===== config.mk =====
export PLATFORM = sky130hd
export DESIGN_NAME = mc_ctrl
export DESIGN_NICKNAME = d
export VERILOG_FILES = /design/src/rtl/mc_ctrl_pkg.sv /design/src/rtl/mc_ctrl_decode.sv /design/src/rtl/mc_ctrl.sv
export SDC_FILE = /design/constraint.sdc
export NUM_CORES = 1
export LEC_CHECK = 0
export BUFFER_PORTS_ARGS = -buffer_cell sky130_fd_sc_hd__buf_2
export CAP_MARGIN = 20
export CORE_ASPECT_RATIO = 1.1
export CORE_MARGIN = 2
export CORE_UTILIZATION = 44
export CTS_CLUSTER_SIZE = 12
export DETAILED_ROUTE_END_ITERATION = 16
export MAX_ROUTING_LAYER = met4
export PLACE_DENSITY = 0.92
export SLEW_MARGIN = 15
export SYNTH_ARGS = -nofsm -noshare
export SYNTH_HDL_FRONTEND = slang
export SYNTH_SLANG_ARGS = --single-unit

===== constraint.sdc =====
create_clock -name clk -period 2.9 [get_ports clk]
set_clock_uncertainty 0.2 [all_clocks]
set_input_delay 0.29 -clock clk [delete_from_list [all_inputs] [get_ports clk]]
set_output_delay 0.29 -clock clk [all_outputs]
set_load 0.01 [all_outputs]

===== src/rtl/mc_ctrl_pkg.sv =====
// Shared encodings for the multi-cycle MIPS controller: opcodes, functs,
// FSM states, mux-select codes and the decoded instruction class.
package mc_defs;

  typedef enum logic [2:0] {
    S_FETCH  = 3'd0,
    S_DECODE = 3'd1,
    S_EXEC   = 3'd2,
    S_MEM    = 3'd3,
    S_WB     = 3'd4
  } state_e;

  localparam logic [5:0] OP_RTYPE  = 6'h00;
  localparam logic [5:0] OP_REGIMM = 6'h01;
  localparam logic [5:0] OP_JAL    = 6'h03;
  localparam logic [5:0] OP_BEQ    = 6'h04;
  localparam logic [5:0] OP_ORI    = 6'h0d;
  localparam logic [5:0] OP_LUI    = 6'h0f;
  localparam logic [5:0] OP_LW     = 6'h23;
  localparam logic [5:0] OP_LBU    = 6'h24;
  localparam logic [5:0] OP_SW     = 6'h2b;

  localparam logic [5:0] FN_JR     = 6'h08;
  localparam logic [5:0] FN_ADDU   = 6'h21;
  localparam logic [5:0] FN_SUBU   = 6'h23;

  localparam logic [2:0] NPC_PC4   = 3'b000;
  localparam logic [2:0] NPC_BEQ   = 3'b001;
  localparam logic [2:0] NPC_JAL   = 3'b010;
  localparam logic [2:0] NPC_JR    = 3'b011;
  localparam logic [2:0] NPC_BGEZ  = 3'b100;

  localparam logic [1:0] M2R_ALU   = 2'b00;
  localparam logic [1:0] M2R_MDR   = 2'b01;
  localparam logic [1:0] M2R_LUI   = 2'b10;
  localparam logic [1:0] M2R_PC    = 2'b11;

  localparam logic [1:0] DST_RT    = 2'b00;
  localparam logic [1:0] DST_RD    = 2'b01;
  localparam logic [1:0] DST_RA    = 2'b10;

  localparam logic [1:0] EXT_SIGN  = 2'b00;
  localparam logic [1:0] EXT_ZERO  = 2'b01;
  localparam logic [1:0] EXT_BYTE  = 2'b10;

  localparam logic [1:0] ALU_ADD   = 2'b00;
  localparam logic [1:0] ALU_SUB   = 2'b01;
  localparam logic [1:0] ALU_OR    = 2'b10;

  typedef struct packed {
    logic rtype_alu;
    logic ori;
    logic load;
    logic store;
    logic lui;
    logic beq;
    logic bgez;
    logic jal;
    logic jr;
    logic illegal;
  } iclass_t;

endpackage


===== src/rtl/mc_ctrl_decode.sv =====
// Combinational instruction decoder: opcode/funct -> one-hot class plus the
// ALU-side fields used while the instruction is in EXEC.
module mc_decode
  import mc_defs::*;
(
  input  logic [5:0] op_i,
  input  logic [5:0] funct_i,
  output iclass_t    cls_o,
  output logic       alu_src_o,
  output logic [1:0] alu_ctr_o,
  output logic [1:0] ext_op_o
);

  always_comb begin
    cls_o     = '0;
    alu_src_o = 1'b0;
    alu_ctr_o = ALU_ADD;
    ext_op_o  = EXT_SIGN;
    case (op_i)
      OP_RTYPE: begin
        if (funct_i == FN_ADDU) begin
          cls_o.rtype_alu = 1'b1;
        end else if (funct_i == FN_SUBU) begin
          cls_o.rtype_alu = 1'b1;
          alu_ctr_o       = ALU_SUB;
        end else if (funct_i == FN_JR) begin
          cls_o.jr = 1'b1;
        end else begin
          cls_o.illegal = 1'b1;  // includes nop (sll $0,$0,0)
        end
      end
      OP_ORI: begin
        cls_o.ori = 1'b1;
        alu_src_o = 1'b1;
        alu_ctr_o = ALU_OR;
        ext_op_o  = EXT_ZERO;
      end
      OP_LW: begin
        cls_o.load = 1'b1;
        alu_src_o  = 1'b1;
      end
      OP_LBU: begin
        cls_o.load = 1'b1;
        alu_src_o  = 1'b1;
        ext_op_o   = EXT_BYTE;
      end
      OP_SW: begin
        cls_o.store = 1'b1;
        alu_src_o   = 1'b1;
      end
      OP_LUI:    cls_o.lui  = 1'b1;
      OP_BEQ:    cls_o.beq  = 1'b1;
      OP_REGIMM: cls_o.bgez = 1'b1;
      OP_JAL:    cls_o.jal  = 1'b1;
      default:   cls_o.illegal = 1'b1;
    endcase
  end

endmodule


===== src/rtl/mc_ctrl.sv =====
// Multi-cycle MIPS controller: FETCH/DECODE/EXEC/MEM/WB sequencer with a
// data-memory ready handshake, bounded MEM wait and sticky timeout flag.
module mc_ctrl
  import mc_defs::*;
#(
  parameter int MEM_TIMEOUT = 15,
  parameter int TO_W        = 4
) (
  input  logic        clk,
  input  logic        reset,
  input  logic [31:0] Instr,
  input  logic        Zero,
  input  logic        GEZ,
  input  logic        dm_ready,
  output logic        IRWrite,
  output logic        PCWrite,
  output logic        RegWrite,
  output logic        MemWrite,
  output logic        MemRead,
  output logic [1:0]  RegDst,
  output logic        ALUSrc,
  output logic [1:0]  MemtoReg,
  output logic [2:0]  nPC_sel,
  output logic [1:0]  ExtOP,
  output logic [1:0]  ALUctr,
  output logic [2:0]  state,
  output logic        done,
  output logic        err
);

  localparam logic            TO_EN   = (MEM_TIMEOUT != 0);
  // Timeout fires in the MEM cycle whose increment would reach MEM_TIMEOUT,
  // so the request is held for exactly MEM_TIMEOUT cycles.
  localparam logic [TO_W-1:0] TO_LAST = TO_W'(MEM_TIMEOUT - 1);

  state_e          state_q, state_d;
  logic [TO_W-1:0] cnt_q, cnt_d;
  logic            err_q, err_d;

  iclass_t    cls;
  logic       dec_alu_src;
  logic [1:0] dec_alu_ctr;
  logic [1:0] dec_ext_op;

  logic unused_instr_bits;
  assign unused_instr_bits = ^{Instr[25:21], Instr[15:6]};

  mc_decode u_dec (
    .op_i      (Instr[31:26]),
    .funct_i   (Instr[5:0]),
    .cls_o     (cls),
    .alu_src_o (dec_alu_src),
    .alu_ctr_o (dec_alu_ctr),
    .ext_op_o  (dec_ext_op)
  );

  always_ff @(posedge clk) begin
    if (!reset) begin
      state_q <= S_FETCH;
      cnt_q   <= '0;
      err_q   <= 1'b0;
    end else begin
      state_q <= state_d;
      cnt_q   <= cnt_d;
      err_q   <= err_d;
    end
  end

  always_comb begin
    state_d  = state_q;
    cnt_d    = cnt_q;
    err_d    = err_q;
    IRWrite  = 1'b0;
    PCWrite  = 1'b0;
    RegWrite = 1'b0;
    MemWrite = 1'b0;
    MemRead  = 1'b0;
    RegDst   = DST_RT;
    ALUSrc   = 1'b0;
    MemtoReg = M2R_ALU;
    nPC_sel  = NPC_PC4;
    ExtOP    = EXT_SIGN;
    ALUctr   = ALU_ADD;
    done     = 1'b0;
    unique case (state_q)
      S_FETCH: begin
        IRWrite = 1'b1;
        PCWrite = 1'b1;
        nPC_sel = NPC_PC4;
        state_d = S_DECODE;
      end
      S_DECODE: begin
        if (cls.illegal) begin
          done    = 1'b1;
          state_d = S_FETCH;
        end else begin
          state_d = S_EXEC;
        end
      end
      S_EXEC: begin
        ALUSrc  = dec_alu_src;
        ALUctr  = dec_alu_ctr;
        ExtOP   = dec_ext_op;
        state_d = S_FETCH;
        if (cls.rtype_alu || cls.ori || cls.lui) state_d = S_WB;
        if (cls.load || cls.store)               state_d = S_MEM;
        if (cls.beq) begin
          PCWrite = Zero;
          nPC_sel = NPC_BEQ;
          done    = 1'b1;
        end
        if (cls.bgez) begin
          PCWrite = (Instr[20:16] == 5'd1) && GEZ;
          nPC_sel = NPC_BGEZ;
          done    = 1'b1;
        end
        if (cls.jr) begin
          PCWrite = 1'b1;
          nPC_sel = NPC_JR;
          done    = 1'b1;
        end
        if (cls.jal) begin
          PCWrite  = 1'b1;
          nPC_sel  = NPC_JAL;
          RegWrite = 1'b1;
          RegDst   = DST_RA;
          MemtoReg = M2R_PC;
          done     = 1'b1;
        end
      end
      S_MEM: begin
        MemRead  = cls.load;
        MemWrite = cls.store;
        if (dm_ready) begin
          cnt_d = '0;
          if (cls.load) begin
            state_d = S_WB;
          end else begin
            done    = 1'b1;
            state_d = S_FETCH;
          end
        end else if (TO_EN && (cnt_q == TO_LAST)) begin
          cnt_d   = '0;
          err_d   = 1'b1;
          done    = 1'b1;
          state_d = S_FETCH;
        end else begin
          cnt_d = cnt_q + TO_W'(1);
        end
      end
      S_WB: begin
        RegWrite = 1'b1;
        done     = 1'b1;
        state_d  = S_FETCH;
        if (cls.rtype_alu) RegDst   = DST_RD;
        if (cls.load)      MemtoReg = M2R_MDR;
        if (cls.lui)       MemtoReg = M2R_LUI;
      end
      default: state_d = S_FETCH;
    endcase
    // Reset quiets every enable and select combinationally, aborting any DM access.
    if (!reset) begin
      IRWrite  = 1'b0;
      PCWrite  = 1'b0;
      RegWrite = 1'b0;
      MemWrite = 1'b0;
      MemRead  = 1'b0;
      RegDst   = '0;
      ALUSrc   = 1'b0;
      MemtoReg = '0;
      nPC_sel  = '0;
      ExtOP    = '0;
      ALUctr   = '0;
      done     = 1'b0;
    end
  end

  assign state = state_q;
  assign err   = err_q;

endmodule


==> reports/qor.yml <==
drt:
  drc: 0
  detail-route-antenna-nets: 0
  drt_iter0_drc: 24
  wl_per_cell_um: 13.4
  vias_per_cell: 5.88
  dr_total_vias: 1117
  firstDrtPassIters: 5
  routed_wl_um: 2550
cts:
  hold_buffers: 0
  cts_buffers: 3
  clk_pin_slew_worst_paths_ns: 0.06
  cts.root.buffer_cell: "clkbuf_4"
  clock_latency_ns: 0.26
  cts_sinks: 8
  ctsResizeCount: 0
  htree_levels: 1
  clock_path_buffers: 2
  cts_tree: "built"
  post-cts-setup-buffers: 0
critical_path:
  critPathMaxFanout: 3
  start_kind: "primary input"
  r2r_cells: 3
  worstSetupPathType: "primary input to output pin"
  rrSetupSlack_ns: 0.90
  crit_slowest_cell: "or4b_2"
  r2r-start: "state[0]"
  path_common_cell: "buf_2"
  cp_cell_sequence: "buf_2, or4b_2, nor2_1, a21oi_1, o32a_1, o221ai_1, buf_2"
  crit_end: "done"
  worst_ep_arrival_time_ns: 1.98
  cp-startpoint: "Instr[0]"
  crit_path_end_kind: "output pin"
  cp.required_ns: 2.41
  cpPeakStageDelay_ns: 0.68
  rr_endpoint: "cnt_q[2]"
floorplanning:
  placementRows: 16
  die_h_um: 50.9
  die_area_um2: 2370
  start_util: 0.482
  ioPinCount: 59
  die_width_um: 46.6
  core_area_um2: 1820
yosys:
  avgSynthCellArea_um2: 7.08
  synthFlopType: "dfxtp_1"
  synth_cell_types: 46
  synth-seq-area-share: 0.182
  ys_warn_count: 0
  synth_edf_count: 0
  synth_common_cells: "14 x nor2_1, 11 x nand2_1, 11 x nor3_1"
  synth.area.top_cells: "dfxtp_1 18%, nor3_1 6.3%, nor2_1 6.0%"
  yosys.area.top_type: "dfxtp_1"
  async_flop_share: 0
  yosys.area.top_type_share: 0.182
  synthCells: 124
  synthesis.area_um2: 878
  syn-num-nets: 163
  yosysMostFrequentCell: "nor2_1"
  ys_ff_latch: 8
global_route:
  grt_max_degree: 13
  grt_pass1_wl_um: 4230
  track_usage: 0.249
  antenna_found_initial: 0
  grt_overflow: 0
  grt_pass1_vias: 1034
pwr:
  power_density_nw_per_um2: 249
  p_leak_uw: 0.000484
  ir_drop_uv: 153
timing:
  slew_headroom: 0.473
  tns_ns: 0
  hold_viol: 0
  timing.final.ws_setup_ns: 0.433
  tightest_slew_ns: 0.780
  slew_violations: 0
  maxClockFrequency_mhz: 405
  rsz0062_at_grt: "false"
  setup_viol: 0
  finalCritPeriodShare: 0.851
  fin_crit_ns: 2.47
placement:
  io_buffer_count: 43
  pre_cts_slack_ns: 0.476
  gp_congestion: 0.899
  dpl.hpwl_um: 1990
flow_run:
  maxCapViolCount: 0
hold_path:
  worstHoldPathCells: 2
  hold_class: "primary input to flop"
outcome:
  outcome: "finished clean"
final_layout:
  drive_above_1_share: 0.325
  syn_to_final_growth_pct: 25.5
  fillers: 188
  num_antenna_cells: 0
  layout.nets: 204
[worst min-delay path by stage]
stage | start | endpoint
2_1_floorplan | dm_ready | err
3_3_place_gp | err | err
3_5_place_dp | err | err
4_1_cts | reset | state[2]
5_1_grt | reset | state[2]
6_report | reset | state[2]
[registers in the layout, summed over array words and instances, names as in the netlist]
signal,count
state,3
err,1
cnt_q,4
[routing by layer]
metal	part of all wire	vias up	wire, µm	track usage
met4	0.033	0	84	0.176
li1	-	542	-	-
met5	0	-	0	-
met1	0.42	506	1060	0.283
met3	0.075	10	192	0.0141
met2	0.48	59	1210	0.400
[stage by stage]
step | cell area, µm² | util | hold slack, ns | std cells | power (µW)
final | 1100 | 0.605 | 0.137 | 190 | 274
after global placement | 1080 | 0.593 | 0.250 | 187 | 183
after detailed placement | 1080 | 0.593 | 0.279 | 187 | 187
after global routing | 1100 | 0.605 | 0.143 | 190 | 285
after floorplan | 878 | - | 0.280 | 124 | 161
after CTS | 1100 | 0.605 | 0.133 | 190 | 275
[report_power, final]
group / total (µW) / internal (µW) / leakage, µW / switching [µW]
clock network: 88.4 / 47.6 / 0.0000138 / 40.8
logic: 69.9 / 29.2 / 0.000406 / 40.7
registers: 116 / 112 / 0.0000648 / 4.20
[placed cells by master, fill, tap and decap left out, types with 2 or more instances in the layout]
master    instances
buf_2            43
nor2_1           14
nand2_1          11
nor3_1           11
a21oi_1          10
dfxtp_1           8
o21ai_0           5
nand3_1           4
nor2b_1           4
inv_1             3
nand3b_1          3
nor4b_1           3
nand2b_1          3
a21o_1            3
clkbuf_4          3
and2_1            2
nor4_1            2
o22ai_1           2
or4b_2            2
a31oi_1           2
ha_1              2
[critical path: cells and delay by family]
family,cells,cell delay [ns]
compound gates,3,0.53
buf+inv,2,0.28
simple gates,2,0.88
[layout make-up]
cell class	count	area (µm²)	area share
well taps	27	33.8	0.0306
clock buffers	3	22.5	0.0204
multi-input cells	105	656	0.595
flip-flops and latches	8	160	0.145
inverters	4	15.0	0.0136
repair buffers	43	215	0.195
[cells by family (layout without fill, tap and decap cells)]
| group | count (synthesis) | after routing | share of synthesized area |
|---|---|---|---|
| buffers and inverters | 11 | 50 | 0.0712 |
| xor gates and xnor gates | 1 | 1 | 0.00997 |
| and+or+nand+nor | 72 | 72 | 0.480 |
| adders and majority gates | 2 | 2 | 0.0285 |
| AOI/OAI and AO/OA | 30 | 30 | 0.228 |
| DFF | 8 | 8 | 0.182 |
No activity file was read; power rests on OpenSTA's default activity.
